===== src/rtl/shifter_pipe_n.sv =====
// Pipelined barrel shifter: one conditional 2^k shift/rotate per register stage, valid/ready with global stall.
// Optional SHIFTER_PIPE_ZERO_FLAG_EN adds a registered out_zero flag for the result in out_data.
module shifter_pipe_n #(
  parameter int unsigned WIDTH = 32,
  parameter int unsigned LOG2W = 5,
  parameter int unsigned TAG_W = 4
) (
  input  logic             clk,
  input  logic             rst_n,
  input  logic             in_valid,
  output logic             in_ready,
  input  logic [WIDTH-1:0] in_data,
  input  logic [LOG2W-1:0] in_amt,
  input  logic [2:0]       in_op,
  input  logic [TAG_W-1:0] in_tag,
  output logic             out_valid,
  input  logic             out_ready,
  output logic [WIDTH-1:0] out_data,
  output logic [TAG_W-1:0] out_tag
`ifdef SHIFTER_PIPE_ZERO_FLAG_EN
  ,
  output logic             out_zero
`endif
);

  if (WIDTH < 4 || (WIDTH & (WIDTH - 1)) != 0 || LOG2W != $clog2(WIDTH)) begin : g_bad_params
    $error("shifter_pipe_n: WIDTH must be a power of two >= 4 and LOG2W must equal log2(WIDTH)");
  end

  localparam int unsigned LAST = LOG2W - 1;

  // Stage registers; amount/op are only needed by downstream stages, so the last stage drops them.
  logic             valid_q [LOG2W];
  logic [WIDTH-1:0] data_q  [LOG2W];
  logic [TAG_W-1:0] tag_q   [LOG2W];
  logic [LOG2W-1:0] amt_q   [LOG2W-1];
  logic [2:0]       op_q    [LOG2W-1];

  logic             src_valid [LOG2W];
  logic [WIDTH-1:0] src_data  [LOG2W];
  logic [TAG_W-1:0] src_tag   [LOG2W];
  logic [LOG2W-1:0] src_amt   [LOG2W];
  logic [2:0]       src_op    [LOG2W];
  logic [WIDTH-1:0] nxt_data  [LOG2W];

  logic advance;

  function automatic logic [WIDTH-1:0] step(input logic [WIDTH-1:0] d, input logic [2:0] op,
                                            input logic en, input int unsigned k);
    int unsigned s;
    s = 32'd1 << k;
    step = d;
    if (en) begin
      case (op)
        3'd0:    step = d << s;
        3'd1:    step = (d << s) | (d >> (WIDTH - s));
        3'd2:    step = d >> s;
        3'd3:    step = $signed(d) >>> s;
        3'd4:    step = (d >> s) | (d << (WIDTH - s));
        default: step = d;
      endcase
    end
  endfunction

  always_comb begin
    src_valid[0] = in_valid;
    src_data[0]  = in_data;
    src_tag[0]   = in_tag;
    src_amt[0]   = in_amt;
    src_op[0]    = in_op;
    for (int unsigned k = 1; k < LOG2W; k++) begin
      src_valid[k] = valid_q[k-1];
      src_data[k]  = data_q[k-1];
      src_tag[k]   = tag_q[k-1];
      src_amt[k]   = amt_q[k-1];
      src_op[k]    = op_q[k-1];
    end
    for (int unsigned k = 0; k < LOG2W; k++) begin
      nxt_data[k] = step(src_data[k], src_op[k], src_amt[k][k], k);
    end
  end

  // One stall signal for the whole pipe: bubbles are not squeezed out, which keeps the output hold simple.
  assign advance   = !valid_q[LAST] || out_ready;
  assign in_ready  = advance;
  assign out_valid = valid_q[LAST];
  assign out_data  = data_q[LAST];
  assign out_tag   = tag_q[LAST];

  always_ff @(posedge clk or negedge rst_n) begin
    if (!rst_n) begin
      for (int unsigned k = 0; k < LOG2W; k++) begin
        valid_q[k] <= 1'b0;
        data_q[k]  <= '0;
        tag_q[k]   <= '0;
      end
      for (int unsigned k = 0; k < LOG2W - 1; k++) begin
        amt_q[k] <= '0;
        op_q[k]  <= '0;
      end
    end else if (advance) begin
      for (int unsigned k = 0; k < LOG2W; k++) begin
        valid_q[k] <= src_valid[k];
        data_q[k]  <= nxt_data[k];
        tag_q[k]   <= src_tag[k];
      end
      for (int unsigned k = 0; k < LOG2W - 1; k++) begin
        amt_q[k] <= src_amt[k];
        op_q[k]  <= src_op[k];
      end
    end
  end

`ifdef SHIFTER_PIPE_ZERO_FLAG_EN
  always_ff @(posedge clk or negedge rst_n) begin
    if (!rst_n) begin
      out_zero <= 1'b0;
    end else if (advance) begin
      out_zero <= (nxt_data[LAST] == '0);
    end
  end
`endif

endmodule


===== config.mk =====
export PLATFORM = sky130hd
export DESIGN_NAME = shifter_pipe_n
export DESIGN_NICKNAME = d
export VERILOG_FILES = /design/src/rtl/shifter_pipe_n.sv
export SDC_FILE = /design/constraint.sdc
export NUM_CORES = 1
export LEC_CHECK = 0
export CAP_MARGIN = 10
export CORE_ASPECT_RATIO = 1.4
export CORE_MARGIN = 2
export CORE_UTILIZATION = 24
export DETAILED_ROUTE_END_ITERATION = 10
export PLACE_DENSITY_LB_ADDON = 0.3
export SYNTH_ARGS = -nofsm -noshare
export SYNTH_HDL_FRONTEND = slang
export SYNTH_SLANG_ARGS = --single-unit

===== constraint.sdc =====
create_clock -name clk -period 4.5 [get_ports clk]
set_input_delay 0.45 -clock clk [delete_from_list [all_inputs] [get_ports clk]]
set_output_delay 0.45 -clock clk [all_outputs]
set_load 0.005 [all_outputs]

==> results.yml <==
run_status:
  status: "finished with violations"
  violations: "hold timing"
synth:
  synth_edf_count: 0
  synth_nets: 1443
  syn_area_per_cell_sq_um: 9.13
  muxShareOfSynthArea: 0
  synthXorXnorAreaFrac: 0
  yosysSeqAreaShare: 0.407
  synth_top_family_by_area: "compound AO/OA/AOI/OAI gates"
  async_flop_share: 1.00
  yosysWarnings: 0
  synthAdderAreaFrac: 0.000786
  synth.distinct_cells: 43
  synth-compound-area-share: 0.339
  synth_ff_type: "dfrtp_1"
  syn_inst: 1395
  netlist_area_sq_mm: 0.0127
  ys_seq_elements: 207
  yosys.area_share.simple: 0.169
layout:
  final_cells: 2064
  final_util: 0.280
  final_common_cell: "dfrtp_1"
  drive_above_1_share: 0.0656
  layout_common_cells: "206 x dfrtp_1, 202 x nand2_1, 184 x o211ai_1"
  fillers: 5601
  finalNetCount: 1385
  insertedDiodeCount: 0
  area_delta_synth_final_pct: 14.8
sta:
  tightest_slew_ns: 1.13
  setup_ws_ns: 1.86
  setup_viol: 0
  clock.fmax_mhz: 379
  maxSlewViolCount: 0
  hold_slack_ns: -0.0222
  hold_viol: 5
  fin_worst_skew_ns: 0.0174
  finalCriticalPeriod_ns: 2.64
  slew_headroom: 0.244
  fin_crit_sh: 0.586
  grt_setup_unrepaired: "false"
  tns_ns: 0
route:
  dr_total_vias: 10980
  wl_mm: 39.5
  drtPass1Iterations: 5
  drc: 0
  drtIter0Drc: 933
  via_per_inst: 5.32
  wl_per_cell_microns: 19.1
  ant_nets: 0
pwr:
  p_int_mw: 6.17
  pwr-share-seq: 0.366
  power_leakage_nw: 5.26
  ir_drop_mv: 0.278
  clockPowerShare: 0.209
  combPwrFrac: 0.426
  p_sw_frac: 0.421
  power_density_mw_per_mm2: 729
  p_total_mw: 10.7
  p_sw_mw: 4.49
grt:
  grt-ovfl-total: 0
  antenna_found_initial: 0
  grt_pass1_vias: 11120
  grt_max_degree: 152
  grt_util_all_layers: 0.144
  grt_pass1_wl_mm: 64.6
setup_path:
  arrival_ns: 2.19
  worst-setup-path-type: "flip-flop to primary output"
  slowest_delay_ns: 0.63
  end_kind: "primary output"
  crit_slowest_cell: "clkdlybuf4s50_1"
  cp_cell_sequence: "nor2b_4, inv_8, clkdlybuf4s50_1"
  r2r_setup_slack_ns: 2.12
  path_max_fanout: 109
  critPathTopFamily: "buffers and inverters"
  cp-start-kind: "flip-flop"
  path_buf_inv: 2
  critPathRequiredTime_ns: 4.05
placement:
  gp_congestion: 0.776
  dp_cells: 2016
  hpwl_mm: 25.3
  post-place-ws_ns: 1.76
  numPortBuffers: 85
clock_network:
  cts_setup_buffers: 0
  htree_levels: 1
  clock-root-buffer: "clkbuf_16"
  cts_buffers: 26
  cts_resized: 0
  clkSinkCount: 207
  cts_tree: "done"
  clk_pin_slew_ns: 0.06
  hold_buffers: 0
  clk_latency_ns: 0.55
  clock_tree.buffer_depth: 3
hold_path:
  min_path_type: "input port to asynchronous set/reset pin"
run:
  maxCapViolCount: 0
floorplanning:
  start_util: 0.244
  dieHeight_microns: 277
  design.portCount: 86
  core_area_sq_mm: 0.0523
  fp.dieW_microns: 199
  num_rows: 99
  dieArea_sq_mm: 0.0549
==> cells by family after synthesis <==
logic type	Yosys count
buffers and inverters	210
AND/OR/NAND/NOR	422
AO/OA/AOI/OAI	555
adder cells (fa/ha/maj)	1
flip-flops	207
==> power groups by stage <==
stage / clock network [mW] / registers, mW / logic (mW)
final: 2.23 / 3.90 / 4.53
after global routing: 2.36 / 4.03 / 5.06
after CTS: 2.29 / 3.90 / 4.56
after detailed placement: 0 / 3.93 / 4.55
after global placement: 0 / 3.91 / 4.47
after floorplan: 0 / 3.30 / 3.78
==> flip-flops by register name, indices dropped and copies added, names as in the netlist <==
name / cells
src_valid: 4
data_q: 128
amt_q: 10
op_q: 12
out_data: 32
out_valid: 1
src_tag: 16
out_tag: 4
==> metrics by stage <==
step | cell area, sq um | hold slack (ns)
3_3_place_gp | 13700 | 0.442
5_1_grt | 14600 | 0.0480
6_report | 14600 | -0.0222
4_1_cts | 14600 | 0.0207
3_5_place_dp | 13700 | 0.447
2_1_floorplan | 12700 | 0.154
==> synth_stat cells (all sizes together), types with 2 or more instances <==
cell	number	area (sq um)
dfrtp	207	5180
a221oi	28	245
buf	99	649
and3b	3	26.3
nor3b	28	210
o21bai	28	210
a21o	11	82.6
and2	16	100
nand3b	11	82.6
nor3	2	10.0
o21a	6	60.1
clkbuf	95	357
nand4	16	100
o211ai	184	1380
nand2	202	758
inv	16	60.1
o221a	43	484
o2111a	3	33.8
a21oi	19	95.1
o21ai	77	389
nand3	18	100
a2111oi	16	140
nor2b	64	400
o2111ai	28	245
a221o	32	320
nor2	16	60.1
a211oi	68	531
a211o	11	96.3
nand2b	43	269
==> per-layer routing <==
metal | part of all wire | vias up | GRT usage
li1 | - | 5168 | -
met1 | 0.44 | 5458 | 0.190
met2 | 0.50 | 299 | 0.245
met3 | 0.044 | 55 | 0.0168
met4 | 0.024 | 0 | 0.0454
met5 | 0 | - | 0
==> cell type report <==
class / count / area [sq um] / share of cell area
repair buffers: 108 / 1060 / 0.0729
multi-input cells: 978 / 6500 / 0.445
flip-flops and latches: 207 / 5180 / 0.355
well taps: 707 / 885 / 0.0605
clock inverters: 12 / 139 / 0.00950
clock buffers: 36 / 779 / 0.0533
inverters: 16 / 67.6 / 0.00462
==> path summary, 6_finish.rpt <==
| path | end | from | depth (start not counted) |
|---|---|---|---|
| setup / recovery | in_ready | out_valid | 3 |
| setup reg to reg | data_q[35] | op_q[3] | 3 |
| hold / removal | out_data[9] | rst_n | 1 |
| min in group clk | src_tag[12] | in_tag[0] | 3 |
| max in group asynchronous | src_tag[14] | rst_n | 2 |
| hold reg to reg | src_valid[0] | src_valid[0] | 2 |
Power figures use the tool's default switching activity.
